$ cat config.mk
export PLATFORM = sky130hd
export DESIGN_NAME = seq_pattern_tx_flat
export DESIGN_NICKNAME = d
export VERILOG_FILES = /design/src/rtl/seq_pattern_tx_if.sv /design/src/rtl/seq_pattern_tx.sv /design/src/flat_wrapper.sv
export SDC_FILE = /design/constraint.sdc
export NUM_CORES = 1
export LEC_CHECK = 0
export CAP_MARGIN = 5
export CORE_ASPECT_RATIO = 0.6
export CORE_UTILIZATION = 50
export CTS_BUF_LIST = sky130_fd_sc_hd__clkbuf_16
export DETAILED_ROUTE_END_ITERATION = 7
export GPL_ROUTABILITY_DRIVEN = 1
export PLACE_DENSITY = 0.72
export SLEW_MARGIN = 20
export SYNTH_ARGS = -nofsm -noshare
export SYNTH_HDL_FRONTEND = slang
export SYNTH_SLANG_ARGS = --single-unit
$ cat constraint.sdc
create_clock -name clk -period 3.4 [get_ports clk]
set_clock_uncertainty 0.2 [all_clocks]
set_input_delay 1.02 -clock clk [delete_from_list [all_inputs] [get_ports clk]]
set_output_delay 1.02 -clock clk [all_outputs]
set_load 0.05 [all_outputs]
$ cat src/rtl/seq_pattern_tx_if.sv
// -----------------------------------------------------------------------------
// seq_pattern_tx_if
//   Bundle of request, configuration and serial-output signals between the
//   pattern transmitter and whoever drives and observes it.
//
//   Request/config (master -> slave):
//     start     : begin a run (honoured only while the transmitter is idle)
//     abort     : synchronous cancel, highest priority
//     pat_in    : W-bit pattern, bit W-1 is sent first
//     repeat_n  : number of repetitions (0 means the start is ignored)
//     gap_len   : idle cycles inserted between repetitions
//   Stream/status (slave -> master):
//     aout      : serial data, forced to 0 when aout_vld is low
//     aout_vld  : aout carries a pattern bit
//     sof       : first bit of each repetition
//     busy      : a run is in progress
//     done      : one-cycle pulse after the last bit of the last repetition
// -----------------------------------------------------------------------------
interface seq_pattern_tx_if #(
  parameter int W     = 4,
  parameter int CNT_W = 8
);
  logic             start;
  logic             abort;
  logic [W-1:0]     pat_in;
  logic [CNT_W-1:0] repeat_n;
  logic [3:0]       gap_len;

  logic             aout;
  logic             aout_vld;
  logic             sof;
  logic             busy;
  logic             done;

  modport master (
    output start, abort, pat_in, repeat_n, gap_len,
    input  aout, aout_vld, sof, busy, done
  );

  modport slave (
    input  start, abort, pat_in, repeat_n, gap_len,
    output aout, aout_vld, sof, busy, done
  );
endinterface : seq_pattern_tx_if

$ cat src/rtl/seq_pattern_tx.sv
// -----------------------------------------------------------------------------
// seq_pattern_tx
//   Serial pattern transmitter feeding sequence-detector FSMs. On an accepted
//   start it latches a W-bit pattern, a repetition count and a gap length, then
//   shifts the pattern out MSB first, one bit per clock, repeating it the
//   requested number of times with optional idle zeros in between.
//
//   Ports:
//     clk : clock, rising edge
//     rst : asynchronous, active-low reset
//     bus : seq_pattern_tx_if.slave (request/config in, stream/status out)
//
//   All outputs are registered. They are computed from the next-state values,
//   so the cycle after the accepting edge already carries the first bit.
// -----------------------------------------------------------------------------
module seq_pattern_tx #(
  parameter int W     = 4,
  parameter int CNT_W = 8
) (
  input  logic            clk,
  input  logic            rst,
  seq_pattern_tx_if.slave bus
);

  localparam int          BW       = (W > 1) ? $clog2(W) : 1;
  localparam logic [BW-1:0] BIDX_TOP = BW'(W - 1);

  typedef enum logic [1:0] {
    IDLE = 2'd0,
    SEND = 2'd1,
    GAP  = 2'd2
  } state_e;

  state_e           state_q,  state_d;
  logic [W-1:0]     sh_q,     sh_d;
  logic [W-1:0]     pat_q,    pat_d;
  logic [BW-1:0]    bidx_q,   bidx_d;
  logic [CNT_W-1:0] rem_q,    rem_d;
  logic [3:0]       gcnt_q,   gcnt_d;
  logic [3:0]       gap_q,    gap_d;

  logic             aout_q,   aout_d;
  logic             vld_q,    vld_d;
  logic             sof_q,    sof_d;
  logic             busy_q,   busy_d;
  logic             done_q,   done_d;

  // ---------------------------------------------------------------------------
  // Next-state and output logic
  // ---------------------------------------------------------------------------
  always_comb begin
    // NOTE: every variable gets a default before any branch, so no path through
    // this block leaves a signal unassigned and no latch can be inferred.
    state_d = state_q;
    sh_d    = sh_q;
    pat_d   = pat_q;
    bidx_d  = bidx_q;
    rem_d   = rem_q;
    gcnt_d  = gcnt_q;
    gap_d   = gap_q;
    done_d  = 1'b0;

    if (bus.abort) begin
      // Cancel from any state; the datapath keeps its stale contents, which
      // are reloaded by the next accepted start anyway.
      state_d = IDLE;
    end else begin
      unique case (state_q)
        IDLE: begin
          if (bus.start && (bus.repeat_n != '0)) begin
            pat_d   = bus.pat_in;
            rem_d   = bus.repeat_n;
            gap_d   = bus.gap_len;
            sh_d    = bus.pat_in;
            bidx_d  = BIDX_TOP;
            state_d = SEND;
          end
        end

        SEND: begin
          sh_d   = sh_q << 1;
          bidx_d = bidx_q - 1'b1;
          if (bidx_q == '0) begin
            if (rem_q == CNT_W'(1)) begin
              state_d = IDLE;
              done_d  = 1'b1;
            end else begin
              // Reload now so the first bit of the next repetition is ready
              // either next cycle (no gap) or the cycle GAP hands back.
              rem_d  = rem_q - 1'b1;
              sh_d   = pat_q;
              bidx_d = BIDX_TOP;
              if (gap_q != 4'd0) begin
                gcnt_d  = gap_q;
                state_d = GAP;
              end
            end
          end
        end

        GAP: begin
          gcnt_d = gcnt_q - 4'd1;
          // gcnt is loaded with a non-zero gap, so the <= also guards against
          // a corrupted zero ever stalling the FSM here.
          if (gcnt_q <= 4'd1) begin
            state_d = SEND;
          end
        end

        default: begin
          state_d = IDLE;
        end
      endcase
    end

    // Outputs follow the state and shift register of the coming cycle.
    busy_d = (state_d != IDLE);
    vld_d  = (state_d == SEND);
    aout_d = vld_d & sh_d[W-1];
    sof_d  = vld_d && (bidx_d == BIDX_TOP);
  end

  // ---------------------------------------------------------------------------
  // Registers
  // ---------------------------------------------------------------------------
  always_ff @(posedge clk or negedge rst) begin
    // NOTE: sequential state uses non-blocking assignments so every flop
    // samples the pre-edge values regardless of statement order.
    if (!rst) begin
      state_q <= IDLE;
      sh_q    <= '0;
      pat_q   <= '0;
      bidx_q  <= '0;
      rem_q   <= '0;
      gcnt_q  <= '0;
      gap_q   <= '0;
      aout_q  <= 1'b0;
      vld_q   <= 1'b0;
      sof_q   <= 1'b0;
      busy_q  <= 1'b0;
      done_q  <= 1'b0;
    end else begin
      state_q <= state_d;
      sh_q    <= sh_d;
      pat_q   <= pat_d;
      bidx_q  <= bidx_d;
      rem_q   <= rem_d;
      gcnt_q  <= gcnt_d;
      gap_q   <= gap_d;
      aout_q  <= aout_d;
      vld_q   <= vld_d;
      sof_q   <= sof_d;
      busy_q  <= busy_d;
      done_q  <= done_d;
    end
  end

  assign bus.aout     = aout_q;
  assign bus.aout_vld = vld_q;
  assign bus.sof      = sof_q;
  assign bus.busy     = busy_q;
  assign bus.done     = done_q;

endmodule : seq_pattern_tx
$ cat src/flat_wrapper.sv
// flat-port wrapper written by rule: the top's interface ports become plain ports
module seq_pattern_tx_flat 
#(
  parameter int W     = 4,
  parameter int CNT_W = 8
)
  (clk, rst, bus_start, bus_abort, bus_pat_in, bus_repeat_n, bus_gap_len, bus_aout, bus_aout_vld, bus_sof, bus_busy, bus_done);
  seq_pattern_tx_if #(.W(W), .CNT_W(CNT_W)) bus_i ();
  input  logic clk;
  input  logic rst;
  input wire logic [$bits(bus_i.start)-1:0] bus_start;
  input wire logic [$bits(bus_i.abort)-1:0] bus_abort;
  input wire logic [$bits(bus_i.pat_in)-1:0] bus_pat_in;
  input wire logic [$bits(bus_i.repeat_n)-1:0] bus_repeat_n;
  input wire logic [$bits(bus_i.gap_len)-1:0] bus_gap_len;
  output wire logic [$bits(bus_i.aout)-1:0] bus_aout;
  output wire logic [$bits(bus_i.aout_vld)-1:0] bus_aout_vld;
  output wire logic [$bits(bus_i.sof)-1:0] bus_sof;
  output wire logic [$bits(bus_i.busy)-1:0] bus_busy;
  output wire logic [$bits(bus_i.done)-1:0] bus_done;
  assign bus_i.start = bus_start;
  assign bus_i.abort = bus_abort;
  assign bus_i.pat_in = bus_pat_in;
  assign bus_i.repeat_n = bus_repeat_n;
  assign bus_i.gap_len = bus_gap_len;
  assign bus_aout = bus_i.aout;
  assign bus_aout_vld = bus_i.aout_vld;
  assign bus_sof = bus_i.sof;
  assign bus_busy = bus_i.busy;
  assign bus_done = bus_i.done;
  seq_pattern_tx #(.W(W), .CNT_W(CNT_W)) u_core (.clk(clk), .rst(rst), .bus(bus_i));
endmodule
; After elaboration in Yosys (flattened, before gate mapping)
; Cells that the tools add are included.
; Widths: inputs -> output; s select.
[op_classes]
n_addsub = 3
n_lt_le_gt_ge = 1
eq_ne = 9
n_mux = 29
bitwise = 2
n_reduce_logical = 13
[ops]
columns = cell, count
row1 = $mux 4, 7
row2 = $mux 8, 3
row3 = $mux 2, 10
row4 = $pmux 4 s2, 2
row5 = $pmux 8 s2, 1
row6 = $reduce_and 5->1, 2
row7 = $eq 8x1->1 const B, 1
row8 = $reduce_bool 8->1, 1
row9 = $sub 8x1->8 const B, 1
row10 = $ne 2x1->1 const B, 3
row11 = $pmux 2 s3, 1
row12 = $reduce_and 3->1, 2
row13 = $reduce_bool 2->1, 3
row14 = $eq 2x1->1 const B, 2
row15 = $eq 2x2->1 const B, 2
row16 = $le 4x1->1 const B, 1
row17 = $logic_not 2->1, 2
row18 = $mux 1, 4
row19 = $pmux 2 s2, 1
row20 = $reduce_bool 4->1, 1
row21 = $sub 4x1->4 const B, 1
row22 = $logic_and 1x1->1, 2
row23 = $ne 2x2->1 const B, 1
row24 = $sub 2x1->2 const B, 1
row25 = other kinds (2), 2
[word_totals]
reg_bits = 33
input_bits = 20
out_inout_bits = 5
wordCells = 70

; Longest topological paths before layout
; Gate-level depths: netlist (run 1).
[depth]
depth_word = 8
mapped_depth = 6
depth_no_buf = 6

; Least setup slack after synthesis (run 1)
; OpenSTA, ideal clock, no wires.
[synth_timing]
kind = input -> register
startpoint = in bus_start
endpoint = reg u_core.gap_q[0]
setup_time_ns = 0.125
t_arrival_ns = 2.235
required_time_ns = 3.075
slack_ns = 0.840
cell_stages = 3
path_buffers = 0
cell_sequence = or3b_1 > a211oi_2 > mux2_2
[synth_via]
elab_chain_cells = 2
[synth_rtl]
columns = item, line_no
row1 = from (decl), flat_wrapper.sv:11  ; input wire logic [$bits(bus_i.start)-1:0] bus_start;
row2 = $logic_and 1x1->1, seq_pattern_tx.sv:70  ; if (bus.start && (bus.repeat_n != '0)) begin
row3 = $reduce_and 3->1 (no source line), n/a
row4 = to (signal assigned), seq_pattern_tx.sv:149  ; gap_q <= gap_d;
row5 = to (decl), seq_pattern_tx.sv:40  ; logic [3:0] gap_q, gap_d;
; No other way between the ends.
; A chain may end at the register's enable or synchronous reset.

; Worst setup path after layout (run 1)
[layout_timing]
startpoint = in bus_start
endpoint = reg u_core.rem_q[5]
[layout_via]
elab_chain_cells = 3
[layout_rtl]
columns = item, line_no
row1 = $logic_and 1x1->1, seq_pattern_tx.sv:70
row2 = $ne 2x1->1 (no source line), n/a
row3 = $reduce_and 5->1 (no source line), n/a
row4 = to (signal assigned), seq_pattern_tx.sv:147  ; rem_q <= rem_d;
row5 = to (decl), seq_pattern_tx.sv:38  ; logic [CNT_W-1:0] rem_q, rem_d;
; No other way between the ends.

==> results of run 1 <==
-- sequential cells by signal, summed over array words and instances (netlist names) --
| name | flops |
|---|---|
| u_core.rem_q | 8 |
| u_core.gap_q | 4 |
| u_core.gcnt_q | 4 |
| u_core.pat_q | 4 |
| u_core.sh_q | 4 |
| u_core.bidx_q | 2 |
| u_core.state_q | 2 |
| u_core.bus.aout | 1 |
| u_core.bus.aout_vld | 1 |
| u_core.bus.busy | 1 |
| u_core.bus.done | 1 |
| u_core.bus.sof | 1 |
-- layout by cell type (no fill, tap or decap), types with 3 or more instances in the layout --
master,netlist,routed
o21ai_0,9,9
ha_1,5,5
nor3_1,6,6
or4_1,3,3
nand2_1,21,21
mux2_2,8,8
dfrtp_1,33,33
mux2i_1,3,3
nor2_1,12,12
a21oi_1,7,7
clkdlybuf4s50_1,0,24
inv_1,9,10
clkbuf_16,0,5
o221a_2,3,3
buf_4,0,6
nand2b_1,4,4
or2_2,3,3
a31oi_1,3,3
-- path summary, 6_finish.rpt --
check | startpoint | endpoint | slack (ns) | depth (start not counted)
worst min-delay path | u_core.pat_q[2]$_DFFE_PN0P_ | u_core.pat_q[2]$_DFFE_PN0P_ | 0.31 | 1
worst min register to register | u_core.pat_q[2]$_DFFE_PN0P_ | u_core.pat_q[2]$_DFFE_PN0P_ | 0.31 | 1
worst max-delay path | bus_start | u_core.rem_q[5]$_DFFE_PN0P_ | 0.50 | 5
min in group asynchronous | rst | u_core.pat_q[0]$_DFFE_PN0P_ | 0.96 | 2
max in group asynchronous | rst | u_core.bidx_q[1]$_DFF_PN0_ | 1.73 | 2
worst max register to register | u_core.rem_q[0]$_DFFE_PN0P_ | u_core.bus.aout$_DFF_PN0_ | 0.86 | 5
-- power breakdown --
group	switching (mW)	internal, mW
combinational	0.248	0.219
sequential	0.115	0.508
clock	0.144	0.261
total	0.508	0.988
-- stage by stage --
step                      hold WS (ns)  instances  total power [mW]
after floorplan                  0.266        184             0.935
after global placement           0.278        254              1.06
after detailed placement         0.306        254              1.09
after CTS                        0.319        261              1.50
after global routing             0.336        261              1.59
final                            0.314        261              1.50
-- final cells by class --
class | instances | area, um2 | share of cell area (%)
clock buffer | 5 | 125 | 5.37
clock inverter | 2 | 7.51 | 0.322
inverter | 9 | 33.8 | 1.45
multi-input combinational | 137 | 996 | 42.7
sequential | 33 | 826 | 35.4
tap | 45 | 56.3 | 2.42
timing repair buffer | 30 | 285 | 12.2
-- kinds of logic after synthesis --
kind of cell / after synthesis
AND/OR/NAND/NOR: 64
buffers and inverters: 14
multiplexers: 14
XOR/XNOR: 2
adder cells (fa/ha/maj): 5
flip-flops: 33
AO/OA/AOI/OAI: 52
-- metal layers --
layer / vias to the layer above / global-route usage, % / share of wire (%)
li1: 753 / - / -
met1: 764 / 39.5 / 47
met2: 71 / 37.3 / 42
met3: 6 / 6.48 / 10
met4: 0 / 4.46 / 0.88
met5: - / 0 / 0
-- worst max-delay path: stages --
cell	delay [ns]
clkdlybuf4s50_1	0.47
or3b_1	0.42
a21o_2	0.29
a21oi_4	0.28
mux2_1	0.36
==> impl_metrics.csv, run 1 <==
group,metric,value,unit
die,rows,16,
global_routing,grt.overflow.total,0,
detailed_routing,dr.pass1.iters,4,
timing,max_slew_margin,58.9,%
logic_synthesis,ys_ff_latch,33,
timing,layout_min_cycle_time,2.90,ns
clocking,holdBufCountCts,0,
worst_setup_path,required,3.35,ns
timing,setup_slack,0.501,ns
clocking,root_buffer,"clkbuf_16",
layout,fillers,238,
placement,hpwl,3.45,mm
worst_setup_path,critPathLaunchType,"primary input",
detailed_routing,first_iter_violations,175,
detailed_routing,drc,0,
logic_synthesis,synthArstFlopShare,100,%
logic_synthesis,synth-compound-area-share,22.5,%
logic_synthesis,synth_commonest_cells,"dfrtp_1, nand2_1, nor2_1, inv_1, o21ai_0",
clocking,cts_tree,"done",
placement,gp_congestion,0.877,
layout,stdcell_area,2330,um2
clocking,ctsResizeCount,0,
pwr,p_per_area,642,nW/um2
logic_synthesis,synth.top_cell.area_share,43.9,%
logic_synthesis,synth-edff-count,0,
logic_synthesis,synth_flop_cell,"dfrtp_1",
logic_synthesis,yosysWarnings,0,
global_routing,grt_pass1_wl,7.60,mm
global_routing,grt_max_degree,34,
worst_setup_path,crit_arrival,2.84,ns
detailed_routing,post_drt_wl_per_cell,17.4,um
die,coreArea,3420,um2
pwr,peakVddDrop,0.000315,V
placement,io_buffer_count,24,
timing,finalCritPeriodShare,85.3,%
pwr,p_leak,0.984,nW
layout,layout-drive-gt1-share,16.7,%
logic_synthesis,synth_simple_gate_area_share,17.8,%
placement,postPlaceCellArea,2200,um2
worst_setup_path,cp_max_fo,8,
placement,pre_cts_ws,0.235,ns
logic_synthesis,yosysMostFrequentCell,"dfrtp_1",
detailed_routing,routed_via_density,6.11,
timing,worst_slew_pin_slew,0.611,ns
die,boundaryPins,25,
clocking,cts_sinks,33,
clocking,htreeDepth,2,
die,fp.dieW,81.2,um
clocking,post-cts-setup-buffers,0,
die,start_util,55.0,%
logic_synthesis,synth_fp_nets,209,
hold_path,hold_class,"register to register",
global_routing,antenna_found_initial,0,
logic_synthesis,synthCells,184,
logic_synthesis,synth_top_family_by_area,"compound AO/OA/AOI/OAI gates",
timing,timing.setup.tns,0,ns
logic_synthesis,seq_area_frac_synth,43.9,%
flow_run,maxCapViolations,0,
layout,n_antenna_cell,0,
timing,fmax,345,MHz
detailed_routing,wirelength,4.55,mm
logic_synthesis,yosys.area_share.adder,3.32,%
die,die_area,4020,um2
worst_setup_path,cp-end-kind,"register",
logic_synthesis,synth.distinct_cells,56,
global_routing,grt_usage,25.9,%
layout,final_nets,241,
run_status,status,"complete, no violations",
logic_synthesis,synthMuxAreaShare,8.37,%
clocking,path_clk_slew,0.05,ns
clocking,clkLatencyLatePin,0.27,ns
global_routing,first_global_vias,1543,
timing,grt_setup_unrepaired,"no",
logic_synthesis,synth_area_leaders,"dfrtp_1, mux2_2, nand2_1",
layout,final_core_util,68.1,%
logic_synthesis,synth-xor-area-share,0.930,%
timing,hold_viol_final,0,
timing,setup_viol,0,
detailed_routing,vias,1594,
worst_setup_path,crit_type,"primary input to register",
logic_synthesis,synth_area,1880,um2
clocking,clk_path_buf_depth,2,
detailed_routing,antenna_left,0,
die,die_h,49.5,um
logic_synthesis,synth_largest_area_cell,"dfrtp_1",
layout,area_growth,23.7,%
timing,drv_slew,0,
logic_synthesis,synth_area_per_cell,10.2,um2
clocking,numCtsBuffers,5,
Note: power is estimated with default switching activity, not from simulation.
==> run 2: changes to the inputs <==
- CORE_UTILIZATION: 50 -> 35
- PLACE_DENSITY: 0.72 -> 0.53
==> run 2 against run 1 <==
Via count down 3.8%. Cell count up 8.8%. Hold slack worse by 0.0073 ns. Clock power up 3%. Sequential share of layout area down 0.58 points. Power up 0.35%. Flip-flop and latch count unchanged. Largest cell class unchanged. Largest power group unchanged. Highest routed layer unchanged.
==> impl_metrics.csv, run 2 (synthesis results as in run 1) <==
group,metric,value,unit
timing,holdWs,0.307,ns
hold_path,hold_class,"register to register",
timing,drv_slew,0,
detailed_routing,dr.pass1.iters,4,
clocking,path_clk_slew,0.05,ns
pwr,p_per_area,634,nW/um2
die,start_util,36.7,%
placement,io_buffer_count,24,
placement,dp_cells,276,
layout,final_core_util,46.2,%
die,fp.dieW,96.7,um
die,die_area,5690,um2
detailed_routing,routed_via_density,5.40,
layout,top_register,"u_core.rem_q",
clocking,holdBufCountCts,0,
detailed_routing,post_drt_wl_per_cell,15.5,um
timing,fmax,344,MHz
die,coreArea,5130,um2
worst_setup_path,cp-end-kind,"register",
timing,setup_slack,0.497,ns
global_routing,first_global_vias,1402,
run_status,status,"complete, no violations",
clocking,ctsResizeCount,0,
timing,setup_viol,0,
worst_setup_path,crit_arrival,2.85,ns
detailed_routing,vias,1533,
global_routing,grt.overflow.total,0,
clocking,clkLatencyLatePin,0.27,ns
die,rows,20,
clocking,htreeDepth,2,
timing,grt_setup_unrepaired,"no",
placement,gp_congestion,0.827,
layout,largest_reg_flops,8,
layout,layout-drive-gt1-share,17.4,%
pwr,power.total,1.50,mW
die,boundaryPins,25,
timing,max_slew_margin,57.2,%
global_routing,grt_usage,16.6,%
timing,layout_min_cycle_time,2.90,ns
global_routing,antenna_found_initial,0,
layout,stdcell_area,2370,um2
worst_setup_path,critPathLaunchType,"primary input",
clocking,cts_tree,"done",
clocking,root_buffer,"clkbuf_16",
pwr,peakVddDrop,0.000210,V
placement,pre_cts_ws,0.214,ns
flow_run,maxCapViolations,0,
layout,mostFrequentLayoutCells,"dfrtp_1, clkdlybuf4s50_1, nand2_1, nor2_1",
global_routing,grt_max_degree,34,
layout,layoutNonFillerInstCount,284,
clocking,numCtsBuffers,5,
worst_setup_path,crit_type,"primary input to register",
detailed_routing,wirelength,4.41,mm
pwr,p_leak,0.990,nW
detailed_routing,antenna_left,0,
layout,n_antenna_cell,0,
detailed_routing,first_iter_violations,75,
clocking,post-cts-setup-buffers,0,
placement,hpwl,3.46,mm
worst_setup_path,required,3.35,ns
layout,final_nets,242,
timing,hold_viol_final,0,
die,die_h,58.8,um
placement,postPlaceCellArea,2230,um2
worst_setup_path,cp_max_fo,8,
layout,final_common_cell,"dfrtp_1",
timing,timing.setup.tns,0,ns
global_routing,grt_pass1_wl,7.27,mm
timing,finalCritPeriodShare,85.4,%
timing,worst_slew_pin_slew,0.641,ns
layout,area_growth,25.8,%
clocking,clk_path_buf_depth,2,
detailed_routing,drc,0,
clocking,cts_sinks,33,
run 2: cell types whose count changed in the layout (fill, tap and decap cells not counted):
| cell | change |
|---|---|
| buf_4 | +1 |
| inv_1 | -1 |
| clkinv_1 | +1 |
| clkinv_2 | +1 |
run 2: cell type report:
type | instances | area [um2]
sequential | 33 | 826
fill | 459 | 2760
clock buffer | 5 | 125
clock inverter | 3 | 12.5
multi-input combinational | 137 | 996
inverter | 9 | 33.8
tap | 66 | 82.6
timing repair buffer | 31 | 293
run 2: routing by layer:
metal  global-route usage [%]  part of all wire [%]  vias to the layer above
li1                         -                     -                      755
met1                     25.2                    52                      729
met2                     22.1                    39                       47
met3                     6.18                   7.9                        2
met4                     3.20                  0.45                        0
met5                        0                     0                        -
run 2: final timing paths:
kind                                             start                            to  slack [ns]  depth (start not counted)
max reg2reg                u_core.rem_q[0]$_DFFE_PN0P_     u_core.bus.aout$_DFF_PN0_        0.97                          5
max in group asynchronous                          rst      u_core.sh_q[3]$_DFF_PN0_        1.74                          2
min in group asynchronous                          rst  u_core.gcnt_q[1]$_DFFE_PN0P_        0.95                          2
max                                          bus_start   u_core.rem_q[6]$_DFFE_PN0P_        0.50                          5
min                        u_core.pat_q[0]$_DFFE_PN0P_   u_core.pat_q[0]$_DFFE_PN0P_        0.31                          1
min reg2reg                u_core.pat_q[0]$_DFFE_PN0P_   u_core.pat_q[0]$_DFFE_PN0P_        0.31                          1
run 2: report_power, final:
| part | total (mW) | switching [mW] | internal [mW] |
|---|---|---|---|
| clock | 0.417 | 0.153 | 0.264 |
| sequential | 0.618 | 0.110 | 0.507 |
| combinational | 0.467 | 0.246 | 0.220 |
run 2: critical path, stage by stage:
cell and delay [ns]:
clkdlybuf4s50_1 0.49, or3b_1 0.43, a21o_2 0.29, a21oi_4 0.28, mux2_1 0.35
